### src/rtl/tdnn_pkg.sv
// Shared types and sizing helpers for the TDNN layer sequencer.
// Address width and words-per-neuron are derived here so the top and bench agree.
package tdnn_pkg;

   localparam int unsigned DefSigSize    = 16;
   localparam int unsigned DefWeightSize = 16;

   typedef enum logic [2:0] {
      StIdle,
      StLoad,
      StWb,
      StReady,
      StCompute
   } tdnn_state_e;

   // Each neuron owns NUM_INPUTS weight words followed by one bias word.
   function automatic int unsigned words_per_neuron(input int unsigned num_inputs);
      return num_inputs + 1;
   endfunction

   function automatic int unsigned addr_w(input int unsigned num_neurons,
                                          input int unsigned num_inputs);
      int unsigned words;
      words = num_neurons * words_per_neuron(num_inputs);
      return (words > 1) ? int'($clog2(words)) : 1;
   endfunction

endpackage

### src/rtl/tdnn_tap_line.sv
// Time-delay tap line feeding NEURON_IN of every neuron; tap 0 holds the newest sample.
// Also tracks how many valid samples are in the line, saturating at the line depth.
module tdnn_tap_line
   import tdnn_pkg::*;
#(
   parameter int unsigned SigSize   = DefSigSize,
   parameter int unsigned NumInputs = 3,
   parameter int unsigned FillW     = $clog2(NumInputs + 1)
) (
   input  logic                              clk_n_i,
   input  logic                              rst_i,
   input  logic                              clr_i,
   input  logic                              shift_i,
   input  logic [SigSize-1:0]                sample_i,
   output logic [NumInputs-1:0][SigSize-1:0] taps_o,
   output logic [FillW-1:0]                  fill_o
);

   logic [NumInputs-1:0][SigSize-1:0] taps_q, taps_d;
   logic [FillW-1:0]                  fill_q, fill_d;

   always_comb begin
      taps_d = taps_q;
      fill_d = fill_q;
      if (clr_i) begin
         taps_d = '0;
         fill_d = '0;
      end else if (shift_i) begin
         taps_d[0] = sample_i;
         for (int i = 1; i < NumInputs; i++) begin
            taps_d[i] = taps_q[i-1];
         end
         if (fill_q != FillW'(NumInputs)) begin
            fill_d = fill_q + FillW'(1);
         end
      end
   end

   always_ff @(negedge clk_n_i) begin
      if (rst_i) begin
         taps_q <= '0;
         fill_q <= '0;
      end else begin
         taps_q <= taps_d;
         fill_q <= fill_d;
      end
   end

   assign taps_o = taps_q;
   assign fill_o = fill_q;

endmodule

### src/rtl/tdnn_layer_sequencer.sv
// Sequencer for one TDNN layer: streams weights/biases into each neuron, then paces
// sample acceptance to the neuron latency and flags when the layer outputs are valid.
module tdnn_layer_sequencer
   import tdnn_pkg::*;
#(
   parameter int unsigned SigSize    = DefSigSize,
   parameter int unsigned WeightSize = DefWeightSize,
   parameter int unsigned NumInputs  = 3,
   parameter int unsigned NumNeurons = 4,
   parameter int unsigned NeuronLat  = 2,
   parameter int unsigned AddrW      = addr_w(NumNeurons, NumInputs)
) (
   input  logic                                 clk_n_i,
   input  logic                                 rst_i,
   input  logic                                 cfg_start_i,
   output logic [AddrW-1:0]                     mem_addr_o,
   input  logic [WeightSize-1:0]                mem_data_i,
   output logic [NumInputs-1:0][WeightSize-1:0] weights_o,
   output logic [WeightSize-1:0]                bias_o,
   output logic [NumNeurons-1:0]                wb_en_o,
   output logic                                 cfg_done_o,
   input  logic                                 in_valid_i,
   input  logic [SigSize-1:0]                   in_sample_i,
   output logic                                 in_ready_o,
   output logic [NumInputs-1:0][SigSize-1:0]    taps_o,
   output logic                                 out_valid_o,
   output logic                                 busy_o
);

   localparam int unsigned Wpn     = words_per_neuron(NumInputs);
   localparam int unsigned WordW   = $clog2(Wpn + 1);
   localparam int unsigned NeurW   = (NumNeurons > 1) ? $clog2(NumNeurons) : 1;
   localparam int unsigned LatW    = (NeuronLat > 1) ? $clog2(NeuronLat) : 1;
   localparam int unsigned FillW   = $clog2(NumInputs + 1);

   tdnn_state_e                         state_q, state_d;
   logic [WordW-1:0]                    word_q, word_d;
   logic [NeurW-1:0]                    neuron_q, neuron_d;
   logic [LatW-1:0]                     lat_q, lat_d;
   logic [AddrW-1:0]                    addr_q, addr_d;
   logic [NumInputs-1:0][WeightSize-1:0] weights_q, weights_d;
   logic [WeightSize-1:0]               bias_q, bias_d;
   logic                                cfg_done_q, cfg_done_d;
   logic                                out_valid_q, out_valid_d;
   logic                                tap_clr, tap_shift;
   logic [FillW-1:0]                    fill;

   tdnn_tap_line #(
      .SigSize  (SigSize),
      .NumInputs(NumInputs),
      .FillW    (FillW)
   ) u_tap_line (
      .clk_n_i (clk_n_i),
      .rst_i   (rst_i),
      .clr_i   (tap_clr),
      .shift_i (tap_shift),
      .sample_i(in_sample_i),
      .taps_o  (taps_o),
      .fill_o  (fill)
   );

   always_ff @(negedge clk_n_i) begin
      if (rst_i) begin
         state_q     <= StIdle;
         word_q      <= '0;
         neuron_q    <= '0;
         lat_q       <= '0;
         addr_q      <= '0;
         weights_q   <= '0;
         bias_q      <= '0;
         cfg_done_q  <= 1'b0;
         out_valid_q <= 1'b0;
      end else begin
         state_q     <= state_d;
         word_q      <= word_d;
         neuron_q    <= neuron_d;
         lat_q       <= lat_d;
         addr_q      <= addr_d;
         weights_q   <= weights_d;
         bias_q      <= bias_d;
         cfg_done_q  <= cfg_done_d;
         out_valid_q <= out_valid_d;
      end
   end

   always_comb begin
      state_d     = state_q;
      word_d      = word_q;
      neuron_d    = neuron_q;
      lat_d       = lat_q;
      addr_d      = addr_q;
      weights_d   = weights_q;
      bias_d      = bias_q;
      cfg_done_d  = 1'b0;
      out_valid_d = 1'b0;
      tap_clr     = 1'b0;
      tap_shift   = 1'b0;
      unique case (state_q)
         StIdle, StReady: begin
            // A reload request beats a simultaneous sample.
            if (cfg_start_i) begin
               state_d  = StLoad;
               word_d   = '0;
               neuron_d = '0;
               addr_d   = '0;
               tap_clr  = 1'b1;
            end else if (state_q == StReady && in_valid_i) begin
               state_d   = StCompute;
               lat_d     = '0;
               tap_shift = 1'b1;
            end
         end
         StLoad: begin
            // Read data lags the address by one cycle, so word_q-1 is arriving now.
            for (int k = 0; k < NumInputs; k++) begin
               if (word_q == WordW'(k + 1)) weights_d[k] = mem_data_i;
            end
            if (word_q == WordW'(Wpn)) bias_d = mem_data_i;
            if (word_q < WordW'(Wpn - 1)) addr_d = addr_q + AddrW'(1);
            if (word_q == WordW'(Wpn)) begin
               state_d = StWb;
            end else begin
               word_d = word_q + WordW'(1);
            end
         end
         StWb: begin
            if (neuron_q == NeurW'(NumNeurons - 1)) begin
               state_d    = StReady;
               cfg_done_d = 1'b1;
            end else begin
               state_d  = StLoad;
               neuron_d = neuron_q + NeurW'(1);
               word_d   = '0;
               addr_d   = addr_q + AddrW'(1);
            end
         end
         StCompute: begin
            if (lat_q == LatW'(NeuronLat - 1)) begin
               state_d     = StReady;
               out_valid_d = (fill == FillW'(NumInputs));
            end else begin
               lat_d = lat_q + LatW'(1);
            end
         end
         default: state_d = StIdle;
      endcase
   end

   always_comb begin
      mem_addr_o  = addr_q;
      weights_o   = weights_q;
      bias_o      = bias_q;
      cfg_done_o  = cfg_done_q;
      out_valid_o = out_valid_q;
      in_ready_o  = (state_q == StReady);
      busy_o      = (state_q == StLoad) || (state_q == StWb) || (state_q == StCompute);
      for (int n = 0; n < NumNeurons; n++) begin
         wb_en_o[n] = (state_q == StWb) && (neuron_q == NeurW'(n));
      end
   end

endmodule

### config.mk
export PLATFORM = sky130hd
export DESIGN_NAME = tdnn_layer_sequencer
export DESIGN_NICKNAME = d
export VERILOG_FILES = /design/src/rtl/tdnn_pkg.sv /design/src/rtl/tdnn_tap_line.sv /design/src/rtl/tdnn_layer_sequencer.sv
export SDC_FILE = /design/constraint.sdc
export NUM_CORES = 1
export LEC_CHECK = 0
export ABC_AREA = 0
export BUFFER_PORTS_ARGS = -buffer_cell sky130_fd_sc_hd__buf_2
export CORE_UTILIZATION = 50
export DETAILED_ROUTE_END_ITERATION = 10
export PLACE_DENSITY = 0.87
export RECOVER_POWER = 50
export REMOVE_ABC_BUFFERS = 1
export SLEW_MARGIN = 20
export SYNTH_ARGS = -nofsm -noshare
export SYNTH_HDL_FRONTEND = slang
export SYNTH_SLANG_ARGS = --single-unit
### constraint.sdc
create_clock -name clk_n_i -period 2.26 [get_ports clk_n_i]
set_input_delay 0.113 -clock clk_n_i [delete_from_list [all_inputs] [get_ports clk_n_i]]
set_output_delay 0.113 -clock clk_n_i [all_outputs]
set_load 0.02 [all_outputs]
==> results.json, run 1 <==
{
  "worstPathMaxFanout": 5,
  "gp_congestion": 0.858,
  "muxShareOfSynthArea": 0.00606,
  "grt_pass1_wl_um": 25100,
  "p_int_mw": 4.28,
  "vias": 5773,
  "seqPwrFrac": 0.368,
  "antenna_cells": 0,
  "cts_root_buffer": "clkbuf_8",
  "drcViolationCount": 0,
  "syn_inst": 619,
  "ff2ff_path_depth": 7,
  "whs_endpoint": "u_tap_line.taps_o[26]",
  "cts_inserted_buffers": 17,
  "grt-ovfl-total": 0,
  "min_path_type": "reg -> reg",
  "cts_tree": "yes",
  "core_sq_um": 9420,
  "finalInstanceArea_sq_um": 7730,
  "die_y_um": 102,
  "hold_start": "u_tap_line.taps_o[10]",
  "synth-edff-count": 0,
  "yosysSeqAreaShare": 0.521,
  "synth_area_leaders": "dfxtp_1 (52%), nand2_1 (18%), a21oi_1 (12%)",
  "worstMarginPinSlew_ns": 0.705,
  "synth_fa_ha_area_frac": 0.0253,
  "crit_arrival_ns": 2.57,
  "synth_top_area_share": 0.521,
  "ios": 160,
  "grt_pass1_vias": 5756,
  "violations": "negative setup slack",
  "postSynthAreaPerCell_sq_um": 8.00,
  "io_buffer_count": 159,
  "worst_skew_pair.late_latency_ns": 0.54,
  "clk_pin_slew_ns": 0.09,
  "synth_top_family_by_area": "simple AND/OR/NAND/NOR gates",
  "slowest_stage": "dfxtp_4",
  "synth_compound_area_frac": 0.157,
  "status": "complete, but fails checks",
  "syn_area_sq_um": 4950,
  "via_per_inst": 5.43,
  "die_x_um": 102,
  "synthDistinctLibCells": 42,
  "r2r-end": "weights_o[3]",
  "routed_wl_um": 17500,
  "synth_ff_type": "dfxtp_1",
  "areaGrowthSynthToFinish_pct": 56.2,
  "synth_top_area_cell": "dfxtp_1",
  "critical-path-max-stage-delay_ns": 0.36,
  "setup_tns_ns": -2.51,
  "antenna_found_initial": 0,
  "path_cells": "nor3b_4, and2_4, buf_6",
  "start_util": 0.526,
  "firstDrtPassIters": 6,
  "synthSimpleGateAreaFrac": 0.242,
  "fp-row-count": 35,
  "crit_required_ns": 2.15,
  "antenna_left": 0,
  "clkPwrFrac": 0.594,
  "p_leak_nw": 3.59,
  "worstSetupPathType": "reg -> out",
  "grt_usage": 0.313,
  "rsz0062_at_grt": "true",
  "cts_max_level": 4,
  "finClkSkew_ns": 0.0481,
  "yosys_warnings": 0,
  "path_delay_family": "simple AND/OR/NAND/NOR gates",
  "post_drt_wl_per_cell_um": 16.4,
  "drt_iter0_drc": 371,
  "grt_max_degree": 62,
  "synthXorXnorAreaFrac": 0.00531,
  "reg2reg_slack_ns": 0.18,
  "drive_gt1_frac": 0.328,
  "hold_viol_final": 0,
  "max-cap-violations": 0,
  "ctsHoldBuffers": 0,
  "fill_cells": 513,
  "switchingPower_mw": 1.98,
  "worstSetupStartpointType": "flop",
  "clk_path_buf_depth": 2,
  "fin_hold_ws_ns": 0.435,
  "p_per_area_nw_per_um2": 809,
  "combPwrFrac": 0.038,
  "cp-end-kind": "output port",
  "switching_share": 0.316,
  "place_area_sq_um": 6020,
  "r2r-start": "state_q[1]",
  "synthArstFlopShare": 0,
  "finalNetCount": 970,
  "drv_slew": 0,
  "whs_path_depth": 2,
  "ys_seq_elements": 129,
  "crit_buf_inv": 1,
  "cts_sinks": 129,
  "dieArea_sq_um": 10300,
  "maxSlewHeadroom": 0.530,
  "setup_viol": 11,
  "hpwl_um": 9110,
  "ir_worst_vdd_mv": 0.542,
  "layout_setup_ws_ns": -0.424
}
==> flip-flops by register name (all words and copies together), names as in the netlist <==
signal,cells
bias_o,16
cfg_done_o,1
lat_q,1
mem_addr_o,4
neuron_q,2
out_valid_o,1
state_q,3
u_tap_line.fill_o,2
u_tap_line.taps_o,48
weights_o,48
word_q,3
==> layer usage <==
layer	up-vias	wire length, um	global-route usage	part of all wire
met4	0	775	0.185	0.044
met1	2709	6230	0.316	0.36
li1	2644	-	-	-
met5	-	0	0	0
met2	343	9180	0.540	0.53
met3	77	1280	0.129	0.073
==> cells in the mapped netlist (3+ instances only) <==
cell	n
nand2_1	235
clkbuf_1	21
or3_1	4
mux2i_1	3
a21oi_1	121
nor2b_1	4
dfxtp_1	129
nor3_1	3
nor2_1	8
inv_1	10
nor3b_1	4
clkbuf_2	3
and2_1	7
ha_1	10
nand2b_1	3
nand3_1	3
buf_2	16
o21ai_0	6
==> worst register-to-register path, stage by stage (launching register included) <==
cell and delay [ns]:
dfxtp_4 0.35, buf_4 0.14, buf_4 0.15, nor4b_2 0.42
and2_1 0.35, buf_4 0.25, nand2_1 0.09, a21oi_1 0.26
==> power groups by stage <==
stage | Combinational, mW | Clock [mW] | Sequential, mW
after floorplan | 0.0799 | 0.348 | 2.35
after global placement | 0.211 | 0.348 | 2.34
after detailed placement | 0.219 | 0.348 | 2.35
after CTS | 0.233 | 3.68 | 2.31
after global routing | 0.254 | 4.06 | 2.30
final | 0.239 | 3.71 | 2.30
==> worst max path at each step <==
stage	startpoint	endpoint	depth (start not counted)
4_1_cts	state_q[1]	wb_en_o[3]	3
5_1_grt	state_q[0]	wb_en_o[3]	3
6_report	state_q[0]	wb_en_o[2]	3
3_3_place_gp	cfg_start_i	mem_addr_o[2]	5
2_1_floorplan	cfg_start_i	u_tap_line.taps_o[0]	4
3_5_place_dp	cfg_start_i	mem_addr_o[2]	5
==> cell usage in the layout, fill, tap and decap left out, types with 4 or more instances in the layout <==
cell,Yosys,layout
o21ai_0,6,5
a21oi_1,121,122
inv_1,10,138
buf_4,0,83
buf_6,0,61
dfxtp_4,0,9
nor2b_1,4,4
clkbuf_1,21,4
nor2_1,8,7
dfxtp_2,0,59
and2_1,7,4
nor3b_1,4,4
buf_2,16,45
inv_4,0,4
clkbuf_16,0,16
dfxtp_1,129,61
nand2_1,235,234
ha_1,10,10
or3_1,4,4
==> cells by family after synthesis <==
group / after synthesis
xor+xnor: 3
simple gates: 282
fa+ha+maj: 10
flops: 129
compound gates: 142
buf+inv: 50
mux: 3
==> what timing repair did <==
item                       in CTS  in global routing
setup endpoints to repair      48                102
setup buffers                   4                  6
resized for setup              97                164
pin swaps                       4                  3
==> cell type report <==
cell class,count,area (sq um),share of cell area
clock buffer,17,414,0.0536
clock inverter,142,634,0.0820
inverter,9,33.8,0.00437
multi-input combinational,440,2170,0.281
sequential,129,2690,0.348
tap,129,161,0.0209
timing repair buffer,198,1630,0.210
==> stage by stage <==
step | cells | util | setup WS, ns | total power, mW
after floorplan | 579 | - | -0.465 | 2.78
after global placement | 896 | 0.639 | -0.00809 | 2.90
after detailed placement | 896 | 0.639 | -0.0530 | 2.91
after CTS | 1058 | 0.778 | -0.420 | 6.22
after global routing | 1064 | 0.821 | -0.501 | 6.61
final | 1064 | 0.821 | -0.424 | 6.26
No activity file was read; power rests on OpenSTA's default activity.
==> run 2: changes to the inputs <==
- CORE_UTILIZATION: 50 -> 45
- PLACE_DENSITY: 0.87 -> 0.83
- clock period: 2.26 -> 2.4 ns (I/O delays scaled with it)
==> run 2 against run 1 <==
Effect of this change:
- the run still ends with negative setup slack left
- worst setup slack improved by 0.052 ns
- first-iteration DRC count rose by 5.7%
- clock-buffer cell count unchanged
- clock power decreased by 14%
- die area rose by 11%
- final area fell by 9.6%
- clock skew down 0.025 ns
- utilization shrank 16 points
- non-clock buffer count down 16
- cell count shrank 0.85%
- critical path type unchanged
- largest power group unchanged
==> results.json, run 2 (same netlist as run 1, synthesis figures left out) <==
{
  "status": "complete, but fails checks",
  "violations": "negative setup slack",
  "worstSetupStartpointType": "flop",
  "min_path_type": "reg -> reg",
  "p_per_area_nw_per_um2": 795,
  "grt_pass1_vias": 4807,
  "via_per_inst": 4.95,
  "fp-row-count": 37,
  "drcViolationCount": 0,
  "antenna_cells": 0,
  "grt-ovfl-total": 0,
  "ir_worst_vdd_mv": 0.421,
  "drive_gt1_frac": 0.245,
  "worstPathMaxFanout": 5,
  "areaGrowthSynthToFinish_pct": 41.2,
  "hpwl_um": 8240,
  "die_x_um": 107,
  "drt_iter0_drc": 392,
  "dieArea_sq_um": 11400,
  "cts_root_buffer": "clkbuf_8",
  "post_drt_wl_per_cell_um": 12.8,
  "cts_max_level": 4,
  "cts_sinks": 129,
  "ios": 160,
  "layout_setup_ws_ns": -0.372,
  "antenna_left": 0,
  "worstSetupPathType": "reg -> out",
  "grt_pass1_wl_um": 21000,
  "final_common_cell": "nand2_1",
  "grt_max_degree": 65,
  "seqCellArea_sq_um": 2600,
  "mostFrequentLayoutCells": "nand2_1 (235), buf_2 (146), inv_1 (141), a21oi_1 (122), dfxtp_1 (122)",
  "worstMarginPinSlew_ns": 0.955,
  "dp_slack_ns": 0.0222,
  "rsz0062_at_grt": "true",
  "multi_input_area_sq_um": 2160,
  "critPathLaunch": "state_q[2]",
  "cts_tree": "yes",
  "routed_wl_um": 13500,
  "power_mw": 5.56,
  "antenna_found_initial": 0,
  "worst_skew_pair.late_latency_ns": 0.51,
  "die_y_um": 107,
  "start_util": 0.471,
  "clk_path_buf_depth": 2,
  "core_sq_um": 10500,
  "drv_slew": 0,
  "fin_hold_ws_ns": 0.444,
  "grt_usage": 0.233,
  "finClkSkew_ns": 0.0232,
  "crit_arrival_ns": 2.65,
  "hold_viol_final": 0,
  "finalInstanceArea_sq_um": 6990,
  "max-cap-violations": 0,
  "firstDrtPassIters": 5,
  "ctsHoldBuffers": 0,
  "maxSlewHeadroom": 0.363,
  "clk_pin_slew_ns": 0.04,
  "p_leak_nw": 3.42,
  "hold_start": "u_tap_line.taps_o[39]",
  "io_buffer_count": 159,
  "r2r-start": "state_q[1]",
  "cp-end-kind": "output port",
  "fill_cells": 877,
  "gp_congestion": 0.794,
  "cts_inserted_buffers": 17,
  "vias": 5222,
  "setup_viol": 6,
  "crit_required_ns": 2.28,
  "finalNetCount": 954,
  "place_area_sq_um": 5960
}
run 2: changes by cell type in the layout (fill, tap and decap cells not counted), moves of 7 or more:
cell     previous run  this run
dfxtp_4             9         2
buf_4              83        20
dfxtp_1            61       122
dfxtp_2            59         5
buf_2              45       146
buf_6              61         6
run 2: what timing repair did:
item                                    CTS  global route
pin swaps                                 3             4
resized for setup                        24            13
endpoints found under the setup margin    8            13
buffers inserted                          1             1
run 2: path summary, 6_finish.rpt:
kind / endpoint / slack [ns] / cells after the start
worst max-delay path: wb_en_o[1] / -0.37 / 3
worst min-delay path: u_tap_line.taps_o[39] / 0.44 / 2
worst max register to register: bias_o[1] / 0.17 / 6
worst min register to register: u_tap_line.taps_o[39] / 0.44 / 2
run 2: critical path, cell delays in order, from the launching register on:
cell and delay [ns]:
dfxtp_4 0.35, nor3b_4 0.29, and2_4 0.20, buf_6 0.11
run 2: power breakdown:
part           total (mW)  switching, mW  internal [mW]
clock network        3.19           1.46           1.73
logic               0.193          0.124         0.0692
registers            2.18         0.0106           2.17
run 2: final cells by class:
type | count | area share
Clock buffer | 17 | 0.0592
Clock inverter | 142 | 0.0857
Inverter | 9 | 0.00483
Multi-Input combinational cell | 440 | 0.308
Sequential cell | 129 | 0.371
Tap cell | 136 | 0.0243
Timing Repair Buffer | 182 | 0.147
run 2: through the flow:
step           utilization  TNS, ns  cells
2_1_floorplan            -   -20.43    579
3_3_place_gp         0.567        0    895
3_5_place_dp         0.567        0    895
4_1_cts              0.670    -2.01   1054
5_1_grt              0.666    -2.46   1055
6_report             0.666    -2.01   1055
run 2: layer usage:
metal	GRT usage	vias to the layer above	part of all wire
li1	-	2605	-
met1	0.251	2418	0.40
met2	0.377	163	0.52
met3	0.0960	36	0.050
met4	0.151	0	0.027
met5	0	-	0
